`config.mk`:
```
export PLATFORM = sky130hd
export DESIGN_NAME = mem_port_arbiter
export DESIGN_NICKNAME = d
export VERILOG_FILES = /design/src/rtl/mem_port_arbiter_pkg.sv /design/src/rtl/arb_priority_select.sv /design/src/rtl/mem_port_arbiter.sv
export SDC_FILE = /design/constraint.sdc
export NUM_CORES = 1
export LEC_CHECK = 0
export BUFFER_PORTS_ARGS = -buffer_cell sky130_fd_sc_hd__clkbuf_2
export CORE_AREA = 2 2 109 111
export DETAILED_ROUTE_END_ITERATION = 12
export DIE_AREA = 0 0 111 113
export PLACE_DENSITY = 0.69
export RECOVER_POWER = 100
export SLEW_MARGIN = 10
export SYNTH_ARGS = -nofsm -noshare
export SYNTH_HDL_FRONTEND = slang
export SYNTH_SLANG_ARGS = --single-unit
export TNS_END_PERCENT = 50
```
`constraint.sdc`:
```
create_clock -name clk -period 2.8 [get_ports clk]
set_clock_uncertainty 0.15 [all_clocks]
set_input_delay 0.28 -clock clk [delete_from_list [all_inputs] [get_ports clk]]
set_output_delay 0.28 -clock clk [all_outputs]
set_load 0.02 [all_outputs]
```
`src/rtl/mem_port_arbiter_pkg.sv`:
```
// Shared types for the unified-memory port arbiter: transaction owner, FSM state, byte-enable mask.
package mem_port_arbiter_pkg;

    typedef enum logic [1:0] {
        OWNER_NONE,
        OWNER_FETCH,
        OWNER_DATA
    } mem_owner_type;

    typedef enum logic [1:0] {
        ARB_IDLE,
        ARB_REQ,
        ARB_RESP
    } arb_state_type;

    // Wide enough for any supported DATA_W; users slice the low DATA_W/8 bits.
    localparam logic [63:0] MEM_BE_ALL = '1;

endpackage

```
`src/rtl/arb_priority_select.sv`:
```
// Fetch/data winner selection with a bounded data-streak counter so fetch cannot starve.
module arb_priority_select
    import mem_port_arbiter_pkg::*;
#(
    parameter int unsigned MAX_STREAK = 4
) (
    input  logic          clk,
    input  logic          reset_n,
    input  logic          arb_en,
    input  logic          if_req,
    input  logic          dm_req,
    output mem_owner_type winner
);

    localparam logic [3:0] STREAK_MAX = 4'(MAX_STREAK);

    logic [3:0] streak_q, streak_d;

    always_comb begin
        winner = OWNER_NONE;
        if (arb_en) begin
            if (dm_req && !(if_req && streak_q == STREAK_MAX)) begin
                winner = OWNER_DATA;
            end else if (if_req) begin
                winner = OWNER_FETCH;
            end
        end
    end

    always_comb begin
        streak_d = streak_q;
        if (arb_en) begin
            if (winner == OWNER_FETCH || !if_req) begin
                streak_d = '0;
            end else if (winner == OWNER_DATA && streak_q != STREAK_MAX) begin
                streak_d = streak_q + 4'd1;
            end
        end
    end

    always_ff @(posedge clk or negedge reset_n) begin
        if (!reset_n) begin
            streak_q <= '0;
        end else begin
            streak_q <= streak_d;
        end
    end

endmodule

```
`src/rtl/mem_port_arbiter.sv`:
```
// Shares one single-ported memory between instruction fetch and the LSU, one transaction
// outstanding at a time, with flush-killed fetch responses discarded.
module mem_port_arbiter
    import mem_port_arbiter_pkg::*;
#(
    parameter int unsigned ADDR_W     = 32,
    parameter int unsigned DATA_W     = 32,
    parameter int unsigned MAX_STREAK = 4
) (
    input  logic                clk,
    input  logic                reset_n,
    input  logic                if_req,
    input  logic [ADDR_W-1:0]   if_addr,
    input  logic                if_kill,
    output logic                if_gnt,
    output logic                if_rvalid,
    output logic [DATA_W-1:0]   if_rdata,
    output logic                if_stall,
    input  logic                dm_req,
    input  logic                dm_we,
    input  logic [DATA_W/8-1:0] dm_be,
    input  logic [ADDR_W-1:0]   dm_addr,
    input  logic [DATA_W-1:0]   dm_wdata,
    output logic                dm_gnt,
    output logic                dm_rvalid,
    output logic [DATA_W-1:0]   dm_rdata,
    output logic                mem_req,
    output logic                mem_we,
    output logic [DATA_W/8-1:0] mem_be,
    output logic [ADDR_W-1:0]   mem_addr,
    output logic [DATA_W-1:0]   mem_wdata,
    input  logic                mem_gnt,
    input  logic                mem_rvalid,
    input  logic [DATA_W-1:0]   mem_rdata
);

    localparam int unsigned BE_W = DATA_W / 8;
    localparam logic [BE_W-1:0] BE_ALL = MEM_BE_ALL[BE_W-1:0];

    arb_state_type       state_q, state_d;
    mem_owner_type       owner_q, owner_d;
    mem_owner_type       winner;
    logic                killed_q, killed_d;
    logic                mem_we_q, mem_we_d;
    logic [BE_W-1:0]     mem_be_q, mem_be_d;
    logic [ADDR_W-1:0]   mem_addr_q, mem_addr_d;
    logic [DATA_W-1:0]   mem_wdata_q, mem_wdata_d;
    logic                arb_en;
    logic                resp_fire;

    // Gating with reset_n keeps the combinational grants quiet while reset is held.
    assign arb_en = (state_q == ARB_IDLE) && reset_n;

    arb_priority_select #(
        .MAX_STREAK (MAX_STREAK)
    ) u_prio (
        .clk     (clk),
        .reset_n (reset_n),
        .arb_en  (arb_en),
        .if_req  (if_req),
        .dm_req  (dm_req),
        .winner  (winner)
    );

    always_comb begin
        state_d     = state_q;
        owner_d     = owner_q;
        killed_d    = killed_q;
        mem_we_d    = mem_we_q;
        mem_be_d    = mem_be_q;
        mem_addr_d  = mem_addr_q;
        mem_wdata_d = mem_wdata_q;
        unique case (state_q)
            ARB_IDLE: begin
                if (winner == OWNER_FETCH) begin
                    owner_d     = OWNER_FETCH;
                    killed_d    = if_kill;
                    mem_we_d    = 1'b0;
                    mem_be_d    = BE_ALL;
                    mem_addr_d  = if_addr;
                    mem_wdata_d = '0;
                    state_d     = ARB_REQ;
                end else if (winner == OWNER_DATA) begin
                    owner_d     = OWNER_DATA;
                    mem_we_d    = dm_we;
                    mem_be_d    = dm_be;
                    mem_addr_d  = dm_addr;
                    mem_wdata_d = dm_wdata;
                    state_d     = ARB_REQ;
                end
            end
            ARB_REQ: begin
                if (if_kill && owner_q == OWNER_FETCH) killed_d = 1'b1;
                if (mem_gnt) state_d = ARB_RESP;
            end
            ARB_RESP: begin
                if (if_kill && owner_q == OWNER_FETCH) killed_d = 1'b1;
                if (mem_rvalid) begin
                    state_d  = ARB_IDLE;
                    owner_d  = OWNER_NONE;
                    killed_d = 1'b0;
                end
            end
            default: state_d = ARB_IDLE;
        endcase
    end

    always_ff @(posedge clk or negedge reset_n) begin
        if (!reset_n) begin
            state_q     <= ARB_IDLE;
            owner_q     <= OWNER_NONE;
            killed_q    <= 1'b0;
            mem_we_q    <= 1'b0;
            mem_be_q    <= '0;
            mem_addr_q  <= '0;
            mem_wdata_q <= '0;
        end else begin
            state_q     <= state_d;
            owner_q     <= owner_d;
            killed_q    <= killed_d;
            mem_we_q    <= mem_we_d;
            mem_be_q    <= mem_be_d;
            mem_addr_q  <= mem_addr_d;
            mem_wdata_q <= mem_wdata_d;
        end
    end

    assign resp_fire = (state_q == ARB_RESP) && mem_rvalid;

    always_comb begin
        if_gnt    = (winner == OWNER_FETCH);
        dm_gnt    = (winner == OWNER_DATA);
        // A kill arriving together with the response still discards it.
        if_rvalid = resp_fire && owner_q == OWNER_FETCH && !killed_q && !if_kill;
        dm_rvalid = resp_fire && owner_q == OWNER_DATA;
        if_rdata  = if_rvalid ? mem_rdata : '0;
        dm_rdata  = dm_rvalid ? mem_rdata : '0;
        if_stall  = reset_n && if_req && !if_rvalid;
    end

    assign mem_req   = (state_q == ARB_REQ);
    assign mem_we    = mem_we_q;
    assign mem_be    = mem_be_q;
    assign mem_addr  = mem_addr_q;
    assign mem_wdata = mem_wdata_q;

    a_rvalid_in_resp: assert property (
        @(posedge clk) disable iff (!reset_n) mem_rvalid |-> (state_q == ARB_RESP)
    );

endmodule
```
==> flow_metrics.env <==
export IMPL_maxSlewViolCount=0
export IMPL_die_area_um2=12500
export IMPL_core_area_um2=11300
export IMPL_period_needed_ps=2730
export IMPL_totalWireLength_um=12200
export IMPL_ys_flop_type="dfrtp_1"
export IMPL_period_share_pct=97.5
export IMPL_drc_errors=0
export IMPL_io_pin_count=279
export IMPL_synth_fp_nets=601
export IMPL_dp_final_hpwl_um=9440
export IMPL_cp_required_ps=2370
export IMPL_firstDrtPassIters=4
export IMPL_timing_reg2reg_setup_slack_ps=230
export IMPL_hold_class="in2reg"
export IMPL_async_reset_ff_share_pct=100
export IMPL_slew_headroom_pct=13.8
export IMPL_syn_inst=451
export IMPL_avgSynthCellArea_um2=9.20
export IMPL_cts_buffers=9
export IMPL_setup_tns_ps=0
export IMPL_drv_cap=0
export IMPL_status="finished clean"
export IMPL_vias_per_cell=4.62
export IMPL_min_path_cells=3
export IMPL_layout_common_cells="clkbuf_2, nand2_1, dfrtp_1, clkbuf_1, o21ai_0"
export IMPL_cp_max_fo=33
export IMPL_final_antenna_net_count=0
export IMPL_timing_fmax_mhz=366
export IMPL_crit_type="reg2out"
export IMPL_r2r_start="u_prio.streak_q[0]"
export IMPL_die_y_um=113
export IMPL_min_from="dm_wdata[4]"
export IMPL_cts_sinks=78
export IMPL_start_util_pct=36.8
export IMPL_h_tree_depth=3
export IMPL_vdd_drop_max_mv=0.405
export IMPL_fin_ws_ps=69.1
export IMPL_cp_start_kind="flip-flop"
export IMPL_path_clk_slew_ps=60
export IMPL_vias=4026
export IMPL_r2r_end="mem_addr[24]"
export IMPL_cts_path_max_buffers=2
export IMPL_area_growth_pct=44.7
export IMPL_drtIter0Drc=182
export IMPL_finalHoldViolCount=0
export IMPL_rows=39
export IMPL_final_cell_area_um2=6000
export IMPL_holdPathEnd="mem_wdata[4]"
export IMPL_setup_viol_count_final=0
export IMPL_drive_above_1_share_pct=33.0
export IMPL_ff2ff_path_depth=10
export IMPL_ys_ff_latch=78
export IMPL_yosysWarnings=0
export IMPL_dieWidth_um=111
export IMPL_ys_seq_area_share_pct=47.1
export IMPL_port_buffers=278
export IMPL_gp_congestion=0.911
export IMPL_grt_max_degree=86
export IMPL_grt_usage_pct=19.2
export IMPL_end_kind="output pin"
export IMPL_mostFrequentLayoutCell="clkbuf_2"
export IMPL_grt_pass1_vias=4015
export IMPL_rsz0062_at_grt="true"
export IMPL_preCtsSetupSlack_ps=338
export IMPL_grt_pass1_wl_um=19500
export IMPL_arrival_ps=2300
export IMPL_antenna_found_initial=0
export IMPL_root_buffer="clkbuf_16"
export IMPL_final_nets=873
export IMPL_worstMarginPinSlew_ps=1290
export IMPL_power_density_nw_per_um2=903
export IMPL_fill_cells=1089
export IMPL_worstSetupStartpoint="u_prio.streak_q[0]"
export IMPL_leakage_uw=0.00311
export IMPL_clk_latency_ps=330
export IMPL_syn_area_um2=4150
export IMPL_synth_edf_count=0
export IMPL_p_total_uw=5420
export IMPL_grt_ovfl_total=0
export IMPL_cts_tree="built"
export IMPL_wl_per_cell_um=14.0
export IMPL_post_dp_cell_area_um2=5670
export IMPL_synth_cell_type_count=33
export IMPL_diodes=0
export IMPL_post_route_util_pct=53.2
==> worst max-delay path by stage <==
| stage | to | slack (ps) | cells past startpoint |
|---|---|---|---|
| after floorplan | mem_addr[16] | 190 | 10 |
| after global placement | if_gnt | 480 | 7 |
| after detailed placement | owner_q[0] | 340 | 9 |
| after CTS | if_gnt | 2 | 7 |
| after global routing | if_gnt | -50 | 7 |
| final | if_gnt | 70 | 7 |
==> through the flow <==
| step | cells | hold slack [ps] |
|---|---|---|
| 3_3_place_gp | 851 | 160 |
| 5_1_grt | 871 | 26.6 |
| 2_1_floorplan | 451 | -166 |
| 6_report | 871 | 23.3 |
| 4_1_cts | 868 | 17.7 |
| 3_5_place_dp | 851 | 163 |
==> worst max-delay path: stages, from the launching register on <==
cell,delay (ps)
dfrtp_1,420
inv_1,80
ha_1,180
nand3b_1,140
o211ai_1,320
ha_2,350
buf_16,260
clkbuf_2,220
==> state kept, by name, indices dropped and copies added (netlist names) <==
| name | cells |
|---|---|
| mem_we | 1 |
| owner_q | 2 |
| mem_addr | 32 |
| mem_be | 4 |
| killed_q | 1 |
| state_q | 2 |
| u_prio.streak_q | 4 |
| mem_wdata | 32 |
==> cells in the mapped netlist, types with 5 or more instances <==
library cell / n / share of area (%)
buf_2: 10 / 1.2
inv_1: 11 / 1.0
o21ai_0: 71 / 8.6
and2_1: 65 / 9.8
buf_6: 5 / 1.4
dfrtp_1: 78 / 47
mux2i_1: 33 / 8.0
nor2_1: 8 / 0.72
nand2b_1: 31 / 4.7
nand2_1: 81 / 7.3
ha_1: 10 / 3.0
clkbuf_1: 11 / 1.0
==> kinds of logic after synthesis <==
kind of cell,share of synthesized area [%]
adder cells (fa/ha/maj),3.02
multiplexers,8.24
buffers and inverters,4.92
AO/OA/AOI/OAI,11.4
AND/OR/NAND/NOR,25.4
flip-flops,47.1
==> cell type report <==
cell class                 instances  area, um2  share of cell area (%)
inverter                          11       41.3                   0.688
clock buffer                      11        243                    4.04
tap                              143        179                    2.98
clock inverter                     5        129                    2.15
timing repair buffer             290       1460                    24.2
multi-input combinational        333       2000                    33.4
sequential                        78       1950                    32.5
==> layer usage <==
layer  global-route usage [%]  vias to the layer above  routed length (um)
met2                     30.4                      149                5670
met3                     5.30                       25                 975
met5                        0                        -                   0
met4                     8.75                        0                 317
met1                     24.7                     1816                5210
li1                         -                     2036                   -
==> where the power goes <==
part	internal, uW	switching [uW]	total [uW]
clock	989	449	1440
sequential	1600	269	1870
combinational	691	1420	2110
total	3280	2140	5420
==> what timing repair did <==
item,4_1_cts,5_1_grt
gates resized for setup,0,2
endpoints found under the hold margin,19,0
setup buffers,0,2
endpoints found under the setup margin,0,1
hold buffers,1,0
(Power assumes the default switching activity.)
